`src/rtl/hub75_pkg.sv`:
```
// hub75_pkg: panel-link polarity constants and width helpers shared by the HUB75 driver and receiver.
package hub75_pkg;
  localparam logic HUB_EN_ON = 1'b0;
  localparam logic HUB_LATCH_EN = 1'b1;
  function automatic int row_elem(input int col_addr_bits);
    return 1 << col_addr_bits;
  endfunction
endpackage

```
`src/rtl/hub75_sync_edge.sv`:
```
// hub75_sync_edge: 2-flop synchronizer with an aligning stage; the low RW bits also get a registered rise pulse.
module hub75_sync_edge #(
  parameter int W = 4,
  parameter int RW = 2
) (
  input  logic          clk,
  input  logic          rst,
  input  logic [W-1:0]  d,
  output logic [W-RW-1:0] q,
  output logic [RW-1:0] rise
);
  logic [W-1:0] s1_q, s2_q, s3_q;
  logic [RW-1:0] rise_q;
  // rise_q and q both reflect the same sample, so data lines up with its edge pulse
  always_ff @(posedge clk or posedge rst) begin
    if (rst) begin
      s1_q <= '0;
      s2_q <= '0;
      s3_q <= '0;
      rise_q <= '0;
    end else begin
      s1_q <= d;
      s2_q <= s1_q;
      s3_q <= s2_q;
      rise_q <= s2_q[RW-1:0] & ~s3_q[RW-1:0];
    end
  end
  assign q = s3_q[W-1:RW];
  assign rise = rise_q;
endmodule

```
`src/rtl/hub75_rx.sv`:
```
// hub75_rx: HUB75 receiver rebuilding latched bit-plane rows into records; HUB75_RX_ONTIME_EN adds the noe on-time counter.
module hub75_rx
  import hub75_pkg::*;
#(
  parameter int COL_ADDR_BITS = 6,
  parameter int ROW_ADDR_BITS = 4,
  parameter int COLOR_COUNT = 3,
  parameter int COLOR_BITS = 8
) (
  input  logic                                       clk,
  input  logic                                       rst,
  input  logic                                       hub_clk,
  input  logic                                       hub_lat,
  input  logic                                       hub_noe,
  input  logic [ROW_ADDR_BITS-1:0]                   hub_mux,
  input  logic [COLOR_COUNT-1:0]                     s_in,
  output logic                                       plane_valid,
  input  logic                                       plane_ready,
  output logic [COLOR_COUNT*row_elem(COL_ADDR_BITS)-1:0] plane_data,
  output logic [ROW_ADDR_BITS-1:0]                   plane_row,
  output logic [COLOR_BITS-1:0]                      plane_seq,
  output logic [15:0]                                plane_on_cycles,
  output logic                                       err_len,
  output logic                                       err_ovf
);
  localparam int RE = row_elem(COL_ADDR_BITS);
  localparam int DW = COLOR_COUNT * RE;
  localparam int CW = COL_ADDR_BITS + 1;
  localparam int SW = ROW_ADDR_BITS + 1 + COLOR_COUNT;
  logic [SW-1:0] sync;
  logic [1:0] rise;
  logic [ROW_ADDR_BITS-1:0] mux_s;
  logic noe_s, clk_rise, lat_rise, load;
  logic [COLOR_COUNT-1:0] din_s;
  logic [DW-1:0] sr_q, sr_d, data_q, data_d;
  logic [CW-1:0] cnt_q, cnt_d, cnt_sh;
  logic [ROW_ADDR_BITS-1:0] row_q, row_d;
  logic [COLOR_BITS-1:0] seq_q, seq_d;
  logic valid_q, valid_d, seen_q, seen_d, err_len_q, err_len_d, err_ovf_q, err_ovf_d;
  hub75_sync_edge #(.W(SW + 2), .RW(2)) u_sync (
    .clk  (clk),
    .rst  (rst),
    .d    ({hub_mux, hub_noe, s_in, hub_lat == HUB_LATCH_EN, hub_clk}),
    .q    (sync),
    .rise (rise)
  );
  assign {mux_s, noe_s, din_s} = sync;
  assign clk_rise = rise[0];
  assign lat_rise = rise[1];
  // shift happens before the latch looks at sr/cnt, so a coincident clk+lat captures post-shift state
  always_comb begin
    sr_d = sr_q;
    cnt_sh = cnt_q;
    if (clk_rise) begin
      for (int c = 0; c < COLOR_COUNT; c++) sr_d[c*RE +: RE] = {din_s[c], sr_q[c*RE+1 +: RE-1]};
      cnt_sh = (&cnt_q) ? cnt_q : cnt_q + 1'b1;
    end
    load = lat_rise && (!valid_q || plane_ready);
    cnt_d = lat_rise ? '0 : cnt_sh;
    err_len_d = err_len_q | (lat_rise && cnt_sh != CW'(RE));
    err_ovf_d = err_ovf_q | (lat_rise && !load);
    valid_d = load | (valid_q & ~plane_ready);
    data_d = load ? sr_d : data_q;
    row_d = load ? mux_s : row_q;
    seq_d = !load ? seq_q : (!seen_q || mux_s != row_q) ? '0 : seq_q + 1'b1;
    seen_d = seen_q | load;
  end
  always_ff @(posedge clk or posedge rst) begin
    if (rst) begin
      sr_q <= '0;
      cnt_q <= '0;
      data_q <= '0;
      row_q <= '0;
      seq_q <= '0;
      valid_q <= 1'b0;
      seen_q <= 1'b0;
      err_len_q <= 1'b0;
      err_ovf_q <= 1'b0;
    end else begin
      sr_q <= sr_d;
      cnt_q <= cnt_d;
      data_q <= data_d;
      row_q <= row_d;
      seq_q <= seq_d;
      valid_q <= valid_d;
      seen_q <= seen_d;
      err_len_q <= err_len_d;
      err_ovf_q <= err_ovf_d;
    end
  end
`ifdef HUB75_RX_ONTIME_EN
  logic [15:0] on_cnt_q, on_cnt_d, on_q, on_d;
  always_comb begin
    on_cnt_d = lat_rise ? '0 : (noe_s == HUB_EN_ON && !(&on_cnt_q)) ? on_cnt_q + 1'b1 : on_cnt_q;
    on_d = load ? on_cnt_q : on_q;
  end
  always_ff @(posedge clk or posedge rst) begin
    if (rst) begin
      on_cnt_q <= '0;
      on_q <= '0;
    end else begin
      on_cnt_q <= on_cnt_d;
      on_q <= on_d;
    end
  end
  assign plane_on_cycles = on_q;
`else
  assign plane_on_cycles = '0;
`endif
  assign plane_valid = valid_q;
  assign plane_data = data_q;
  assign plane_row = row_q;
  assign plane_seq = seq_q;
  assign err_len = err_len_q;
  assign err_ovf = err_ovf_q;
endmodule

```
`config.mk`:
```
export PLATFORM = sky130hd
export DESIGN_NAME = hub75_rx
export DESIGN_NICKNAME = d
export VERILOG_FILES = /design/src/rtl/hub75_pkg.sv /design/src/rtl/hub75_sync_edge.sv /design/src/rtl/hub75_rx.sv
export SDC_FILE = /design/constraint.sdc
export NUM_CORES = 1
export LEC_CHECK = 0
export ABC_AREA = 1
export ABC_CLOCK_PERIOD_IN_PS = 14200
export BUFFER_PORTS_ARGS = -buffer_cell sky130_fd_sc_hd__buf_2
export CORE_UTILIZATION = 50
export DETAILED_ROUTE_END_ITERATION = 6
export HOLD_SLACK_MARGIN = 0.03
export PLACE_DENSITY_LB_ADDON = 0.1
export SYNTH_ARGS = -nofsm -noshare
export SYNTH_HDL_FRONTEND = slang
export SYNTH_HIERARCHICAL = 1
export SYNTH_SLANG_ARGS = --single-unit
```
`constraint.sdc`:
```
create_clock -name clk -period 14.2 [get_ports clk]
set_input_delay 0 -clock clk [delete_from_list [all_inputs] [get_ports clk]]
set_output_delay 0 -clock clk [all_outputs]
set_load 0.02 [all_outputs]
```
==> reports/qor.csv, run 1 <==
stage;metric;value;unit
global_route;grt-ovfl-total;0;
worst_setup_path;start_kind;flop;
clock_network;htree_levels;2;
power;switching_share;27.1;%
clock_network;cts.sinks;436;
global_route;grt_pass1_vias;11000;
placed_design;dp_hpwl;19.0;mm
final_layout;final_util;59.9;%
worst_setup_path;crit_fanout;269;
final_layout;final_cell_area;19000;um2
clock_network;clock_path_buffers;3;
sta;setup_viol;0;
yosys;ys_warn_count;6;
final_layout;num_antenna_cells;0;
detailed_routing;wl_per_cell;14.2;um
worst_setup_path;critPathTopFamily;buffers and inverters;
yosys;synth_area;16300;um2
global_route;grtUsageTotal;20.2;%
floorplanning;rows;65;
detailed_routing;vias;11500;
sta;maxSlewHeadroom;19.9;%
sta;rsz0062_at_grt;false;
worst_setup_path;slowest_delay;1120;ps
worst_setup_path;path_class;flop to flop;
power;power_frac_seq;47.1;%
placed_design;place_area;17400;um2
placed_design;pre_cts_ws;10630;ps
global_route;grt_max_degree;270;
final_layout;multi_input_area;4650;um2
placed_design;place_congestion;0.765;
floorplanning;coreArea;31800;um2
power;p_per_area;159;nW/um2
clock_network;cts_resized;0;
sta;hold_viol;0;
power;p_leak;9.92;nW
worst_setup_path;endpoint_kind;flop;
placed_design;numPlacedInstances;2220;
final_layout;num-nets-final;1858;
sta;fmax;296;MHz
floorplanning;start_util;51.2;%
sta;min_period;3370;ps
clock_network;clockRootBuffer;clkbuf_16;
final_layout;fin_cells;2310;
global_route;grt_pass1_wl;54.8;mm
sta;fin_setup_tns;0;ps
floorplanning;fp.dieW;182;um
detailed_routing;drt_wl_total;32.9;mm
clock_network;tritoncts;built;
detailed_routing;drt-vias-per-instance;4.97;
worst_setup_path;cp_num_buf_inv;3;
worst_setup_path;slowest_stage;clkinv_1;
worst_setup_path;crit_chain;inv_2 -> a21oi_4 -> buf_12 -> clkinv_1 -> o21ai_0;
power;p_clk_share;39.0;%
worst_setup_path;arrival;3790;ps
final_layout;fillers;2782;
worst_setup_path;cp.required;14620;ps
detailed_routing;post-route-drc-count;0;
final_layout;final_layout_size_suffix_gt1_share;16.2;%
clock_network;clk_latency;540;ps
run;drv_cap;0;
outcome;outcome;finished, final reports clean;
floorplanning;ios;236;
yosys;synth_cells;1654;
global_route;antenna_found_initial;0;
clock_network;cts_made_buffers;45;
sta;slew_viol_final;0;
yosys;syn_avg_cell_area;9.84;um2
hold_path;hold_class;input port to asynchronous set/reset pin;
clock_network;path_clk_slew;60;ps
placed_design;port_buffers;218;
power;switching_power;822;uW
sta;period_share;23.8;%
detailed_routing;drt_iter0_drc;843;
floorplanning;die_h;182;um
power;p_comb_share;13.9;%
sta;worstMarginPinSlew;1200;ps
floorplanning;dieArea;33300;um2
detailed_routing;firstDrtPassIters;5;
power;max-vdd-ir-drop;0.0000974;V
detailed_routing;antenna_left;0;
sta;clock_skew;13.5;ps
power;p_int;2.21;mW
final_layout;regArea;10900;um2
final_layout;syn2layout_area_growth;17.0;%
sta;setup_slack;10830;ps
==> cell type report <==
class                           instances  area share [%]
Multi-Input combinational cell       1086            24.4
Inverter                               37           0.795
Sequential cell                       436            57.3
Clock buffer                           70            7.21
Clock inverter                          9           0.670
Timing Repair Buffer                  237            6.75
Tap cell                              435            2.86
==> flip-flops by register name, indices dropped and copies added, names as in the netlist <==
| name | count |
|---|---|
| plane_valid | 1 |
| seen_q | 1 |
| u_sync/s1_q | 9 |
| err_ovf | 1 |
| plane_seq | 8 |
| sr_q | 192 |
| plane_row | 4 |
| u_sync/s2_q | 9 |
| u_sync/rise | 2 |
| plane_data | 192 |
| cnt_q | 7 |
| err_len | 1 |
| u_sync/s3_q | 9 |
==> power groups by stage <==
stage | sequential (mW) | clock, mW | combinational, mW
5_1_grt | 1.44 | 1.26 | 0.467
4_1_cts | 1.43 | 1.22 | 0.430
2_1_floorplan | 1.56 | 0 | 0.175
3_5_place_dp | 1.45 | 0 | 0.427
3_3_place_gp | 1.44 | 0 | 0.422
6_report | 1.43 | 1.18 | 0.422
==> path summary, 6_finish.rpt <==
check | cells past startpoint | slack, ps | to | from
max in group asynchronous | 4 | 12290 | sr_q[84] | rst
worst max-delay path | 5 | 10830 | plane_row[1] | u_sync/rise[1]
worst max register to register | 5 | 10830 | plane_row[1] | u_sync/rise[1]
worst min-delay path | 3 | 60 | u_sync/s2_q[6] | rst
min in group clk | 2 | 100 | u_sync/s1_q[9] | hub_mux[3]
worst min register to register | 0 | 350 | u_sync/s2_q[2] | u_sync/s1_q[2]
==> cell usage in the layout (no fill, tap or decap), drive strengths merged <==
master / count
a21oi: 8
a31o: 1
a31oi: 170
buf: 226
bufinv: 3
clkbuf: 70
clkinv: 6
conb: 16
dfrtp: 436
dlygate4sd3: 11
ha: 2
inv: 37
nand2: 647
nand3: 9
nand3b: 4
nor2: 190
nor3: 3
o21ai: 31
o21bai: 2
o22ai: 1
xor2: 2
==> repair_timing <==
| item | CTS | global route |
|---|---|---|
| setup buffers | 0 | 0 |
| hold buffers | 11 | 0 |
| endpoints found under the hold margin | 179 | 0 |
==> worst reg2reg max path, stage by stage, from the launching register on <==
cell	delay, ps
dfrtp_1	570
inv_2	110
a21oi_4	150
buf_12	700
clkinv_1	1270
o21ai_0	470
==> through the flow <==
stage | hold slack [ps] | total power, mW
after detailed placement | 67.7 | 1.88
after global routing | 67.1 | 3.17
after floorplan | 31.4 | 1.73
after global placement | 47.4 | 1.87
final | 63.2 | 3.03
after CTS | 34.7 | 3.07
==> metal layers <==
metal	part of all wire (%)	global-route usage [%]	routed length (um)	vias to the layer above
met5	0	0	0	-
met4	1.6	4.77	525	0
met3	6.8	6.05	2240	43
met2	45	31.7	14900	242
met1	46	27.8	15300	5504
li1	-	-	-	5703
No activity file was read; power rests on OpenSTA's default activity.
==> run 2, diff against run 1 <==
- ABC_CLOCK_PERIOD_IN_PS: 14200 -> 3390
- clock period: 14.2 -> 3.39 ns (I/O delays scaled with it)
==> reports/qor.csv, run 2 (synthesis results as in run 1) <==
stage;metric;value;unit;change
clock_network;cts_resized;0;;unchanged
hold_path;hold_class;input port to asynchronous set/reset pin;;
floorplanning;die_h;182;um;unchanged
outcome;outcome;finished, final reports clean;;
clock_network;clock_path_buffers;3;;unchanged
power;p_per_area;657;nW/um2;+310%
worst_setup_path;start_kind;flop;;
worst_setup_path;endpoint_kind;flop;;
worst_setup_path;ff2ff_setup_slack;1170;ps;-9650 ps
final_layout;final_util;60.2;%;+0.30 points
placed_design;dp_hpwl;20.2;mm;+6.2%
global_route;grt_pass1_vias;11300;;+2.8%
global_route;grt_max_degree;200;;-26%
placed_design;port_buffers;218;;unchanged
detailed_routing;post-route-drc-count;0;;unchanged
run;drv_cap;0;;unchanged
final_layout;syn2layout_area_growth;17.6;%;
detailed_routing;antenna_left;0;;unchanged
power;total_power;12.6;mW;+310%
sta;setup_viol;0;;unchanged
worst_setup_path;arrival;2630;ps;-1160 ps
global_route;antenna_found_initial;1;;+1
sta;period_share;65.4;%;+42 points
detailed_routing;drt_iter0_drc;817;;-3.1%
sta;fmax;451;MHz;+52%
sta;holdWs;79.7;ps;+16.5 ps
clock_network;cts_made_buffers;45;;unchanged
final_layout;layout_commonest_cell;nand2_1;;
global_route;grtUsageTotal;20.4;%;+0.16 points
worst_setup_path;reg2reg_to;plane_data[180];;
floorplanning;fp.dieW;182;um;unchanged
final_layout;final_layout_size_suffix_gt1_share;16.7;%;+0.55 points
sta;min_period;2220;ps;-1160 ps
final_layout;num_antenna_cells;0;;unchanged
sta;slew_viol_final;0;;unchanged
sta;worstMarginPinSlew;954;ps;-247 ps
floorplanning;ios;236;;unchanged
detailed_routing;drt-vias-per-instance;5.01;;+0.78%
final_layout;final_cell_area;19100;um2;+0.49%
detailed_routing;wl_per_cell;14.3;um;+0.23%
detailed_routing;vias;11600;;+1.2%
worst_setup_path;path_class;flop to flop;;
worst_setup_path;crit_fanout;91;;-66%
clock_network;tritoncts;built;;
final_layout;num-nets-final;1868;;+0.54%
clock_network;htree_levels;2;;unchanged
detailed_routing;firstDrtPassIters;5;;unchanged
clock_network;clk_latency;530;ps;about the same
clock_network;path_clk_slew;60;ps;about the same
global_route;grt_pass1_wl;55.6;mm;+1.5%
global_route;grt-ovfl-total;0;;unchanged
sta;rsz0062_at_grt;false;;
worst_setup_path;r2r_cells;4;;-1
clock_network;post_cts_buffers;0;;unchanged
floorplanning;rows;65;;unchanged
placed_design;place_congestion;0.768;;+0.42%
worst_setup_path;rr_startpoint;u_sync/rise[0];;
sta;hold_viol;0;;unchanged
floorplanning;start_util;51.2;%;unchanged
final_layout;mostFrequentLayoutCells;nand2_1 (647), dfrtp_1 (435), buf_2 (218);;
sta;clock_skew;17.3;ps;+3.80 ps
power;max-vdd-ir-drop;0.000475;V;+390%
power;p_leak;9.97;nW;+0.49%
clock_network;cts.sinks;436;;unchanged
floorplanning;coreArea;31800;um2;unchanged
sta;maxSlewHeadroom;36.4;%;+16 points
worst_setup_path;cp.required;3800;ps;-10820 ps
clock_network;clockRootBuffer;clkbuf_16;;
floorplanning;dieArea;33300;um2;unchanged
detailed_routing;drt_wl_total;33.1;mm;+0.66%
placed_design;place_area;17600;um2;+0.77%
## run 2: cell types whose count changed in the layout (fill, tap and decap cells not counted), sizes merged
cell      delta
buf         +10
clkinvlp     +2
inv          -1
clkbuf       -1
bufinv       -2
clkinv       +2
## run 2: what timing repair did
item | in CTS | in global routing
setup endpoints to repair | 0 | 0
hold buffers | 11 | 0
hold endpoints to repair | 126 | 0
## run 2: power breakdown
part / leakage (nW) / total [mW] / switching [mW] / internal, mW
Sequential: 5.61 / 5.99 / 0.274 / 5.71
Clock: 0.723 / 4.80 / 1.94 / 2.87
Combinational: 3.63 / 1.78 / 1.22 / 0.558
## run 2: critical path, cell delays in order, from the launching register on
cell	delay [ps]
dfrtp_4	750
buf_4	820
o21ai_0	290
nand2_1	120
nand2_1	60
## run 2: routing by layer
layer / share of wire [%] / routed length (um) / GRT usage (%)
met5: 0.030 / 10 / 0
met2: 46 / 15100 / 32.4
met1: 46 / 15200 / 27.6
met4: 2.0 / 671 / 5.58
met3: 6.4 / 2130 / 5.75
## run 2: worst max-delay path by stage
stage / slack (ps) / from / cells after the start / endpoint
3_3_place_gp: 1160 / u_sync/rise[0] / 8 / err_len
3_5_place_dp: 1170 / u_sync/rise[0] / 8 / err_len
4_1_cts: 1150 / u_sync/rise[0] / 8 / err_len
6_report: 1170 / u_sync/rise[0] / 4 / plane_data[180]
5_1_grt: 960 / u_sync/rise[0] / 4 / plane_data[186]
2_1_floorplan: -2090 / rst / 1 / cnt_q[0]
## run 2: layout make-up
cell class / count / area, um2
fill: 2719 / 12700
sequential: 436 / 10900
multi-input combinational: 1086 / 4650
timing repair buffer: 247 / 1420
clock buffer: 69 / 1380
tap: 435 / 544
inverter: 37 / 148
clock inverter: 10 / 81.3
## run 2: stage by stage
stage,setup TNS (ps),worst slack [ps],cells
floorplan,-852130,-2090,1669
global placement,0,1160,2230
detailed placement,0,1170,2230
CTS,0,1150,2320
global route,0,957,2320
finish,0,1170,2320
==> run 3, diff against run 2 <==
- ABC_CLOCK_PERIOD_IN_PS: 3390 -> 2000
- clock period: 3.39 -> 2 ns (I/O delays scaled with it)
==> reports/qor.csv, run 3 (synthesis results as in run 1) <==
stage;metric;value;unit;change
clock_network;path_clk_slew;60;ps;about the same
sta;fin_setup_tns;0;ps;unchanged
worst_setup_path;crit_fanout;9;;-90%
global_route;grt-ovfl-total;0;;unchanged
outcome;outcome;finished, final reports clean;;
floorplanning;ios;236;;unchanged
power;total_power;21.5;mW;+71%
detailed_routing;antenna_left;0;;unchanged
global_route;grt_max_degree;116;;-42%
global_route;antenna_found_initial;0;;-1
clock_network;clockRootBuffer;clkbuf_16;;
final_layout;regArea;10900;um2;unchanged
worst_setup_path;path_class;flop to flop;;
final_layout;fillers;2742;;+0.85%
clock_network;clk_latency;530;ps;about the same
placed_design;place_congestion;0.770;;+0.22%
placed_design;port_buffers;218;;unchanged
worst_setup_path;cp.required;2420;ps;-1380 ps
final_layout;layout_commonest_cell;nand2_1;;
final_layout;num-nets-final;1880;;+0.64%
clock_network;clock_path_buffers;3;;unchanged
sta;clock_skew;15.7;ps;-1.62 ps
final_layout;mostFrequentLayoutCells;nand2_1 (647), dfrtp_1 (435), buf_2 (218);;
sta;min_period;1650;ps;-565 ps
worst_setup_path;arrival;2070;ps;-560 ps
worst_setup_path;start_kind;flop;;
detailed_routing;drt_wl_total;33.1;mm;-0.21%
sta;setup_viol;0;;unchanged
floorplanning;dieArea;33300;um2;unchanged
final_layout;syn2layout_area_growth;18.7;%;
final_layout;final_util;60.8;%;+0.56 points
clock_network;cts.sinks;436;;unchanged
detailed_routing;wl_per_cell;14.2;um;-0.68%
final_layout;final_layout_size_suffix_gt1_share;17.1;%;+0.38 points
detailed_routing;post-route-drc-count;0;;unchanged
worst_setup_path;rr_startpoint;cnt_q[0];;
power;p_leak;10.1;nW;+0.86%
sta;hold_viol;0;;unchanged
detailed_routing;drt-vias-per-instance;4.96;;-1.1%
floorplanning;fp.dieW;182;um;unchanged
final_layout;multi_input_area;4650;um2;unchanged
global_route;grtUsageTotal;20.6;%;+0.22 points
clock_network;htree_levels;2;;unchanged
detailed_routing;firstDrtPassIters;4;;-1
detailed_routing;drt_iter0_drc;667;;-18%
floorplanning;coreArea;31800;um2;unchanged
sta;maxSlewHeadroom;57.9;%;+21 points
floorplanning;rows;65;;unchanged
sta;setup_slack;349;ps;-825 ps
sta;period_share;82.6;%;+17 points
sta;worstMarginPinSlew;632;ps;-322 ps
run;drv_cap;0;;unchanged
sta;fmax;606;MHz;+34%
sta;rsz0062_at_grt;false;;
placed_design;dp_hpwl;20.7;mm;+2.5%
placed_design;pre_cts_ws;344;ps;-826 ps
clock_network;cts_made_buffers;45;;unchanged
floorplanning;start_util;51.2;%;unchanged
clock_network;tritoncts;built;;
floorplanning;die_h;182;um;unchanged
sta;slew_viol_final;0;;unchanged
global_route;grt_pass1_wl;56.2;mm;+0.97%
worst_setup_path;endpoint_kind;flop;;
power;max-vdd-ir-drop;0.000768;V;+62%
power;p_per_area;1110;nW/um2;+69%
detailed_routing;vias;11600;;-0.62%
hold_path;hold_class;input port to asynchronous set/reset pin;;
global_route;grt_pass1_vias;11300;;-0.089%
worst_setup_path;critPathLaunch;cnt_q[0];;
clock_network;cts_resized;0;;unchanged
final_layout;num_antenna_cells;0;;unchanged
[run 3: changes by cell type in the layout (fill, tap and decap cells not counted)]
| cell | before | now |
|---|---|---|
| buf_12 | 7 | 14 |
| buf_4 | 11 | 15 |
| bufinv_16 | 1 | 4 |
| clkbuf_1 | 10 | 11 |
| clkbuf_16 | 47 | 45 |
| clkbuf_8 | 12 | 9 |
| clkinv_2 | 7 | 8 |
| dlygate4sd3_1 | 11 | 12 |
| inv_6 | 2 | 1 |
[run 3: repair_timing]
action | CTS | global route
endpoints found under the setup margin | 0 | 0
hold endpoints to repair | 395 | 0
hold buffers | 12 | 0
buffers inserted | 0 | 0
[run 3: per-layer routing]
layer / GRT usage [%] / vias to the layer above / routed length (um)
li1: - / 5734 / -
met4: 5.68 / 0 / 764
met2: 32.0 / 211 / 14800
met5: 0 / - / 0
met1: 28.7 / 5561 / 15300
met3: 5.73 / 54 / 2160
[run 3: worst max-delay path, cell delays in order (launching register included)]
cell     delay (ps)
dfrtp_1         400
ha_1            240
nand2_1          70
nor2_1           40
nand2_1         200
nand2_1         130
nand2_1         110
nand2_1          60
nor2_1          120
nand3_1          80
nand2_1          70
nand2_1          40
[run 3: stage by stage]
stage / hold WS, ps / std cells / cell area (um2)
after floorplan: 31.4 / 1669 / 16300
after global placement: 20.4 / 2241 / 17700
after detailed placement: 18.5 / 2241 / 17700
after CTS: 88.5 / 2331 / 19300
after global routing: 117 / 2331 / 19300
final: 91.5 / 2331 / 19300
[run 3: worst paths after layout]
check	endpoint	slack, ps	depth (start not counted)
worst max register to register	err_len	350	11
min in group clk	u_sync/s1_q[7]	120	2
max in group asynchronous	plane_data[0]	440	5
worst min register to register	u_sync/s3_q[3]	350	0
worst max-delay path	err_len	350	11
worst min-delay path	u_sync/s2_q[6]	90	3
[run 3: where the power goes]
part | total, mW | internal (mW) | switching, mW
clock network | 8.25 | 4.98 | 3.28
registers | 10.1 | 9.68 | 0.466
logic | 3.06 | 0.982 | 2.08
[run 3: final cells by class]
class                      count  area share (%)
inverter                      37           0.764
multi-input combinational   1086            24.1
clock buffer                  65            6.68
sequential                   436            56.5
tap                          435            2.82
timing repair buffer         259            8.30
clock inverter                13           0.868
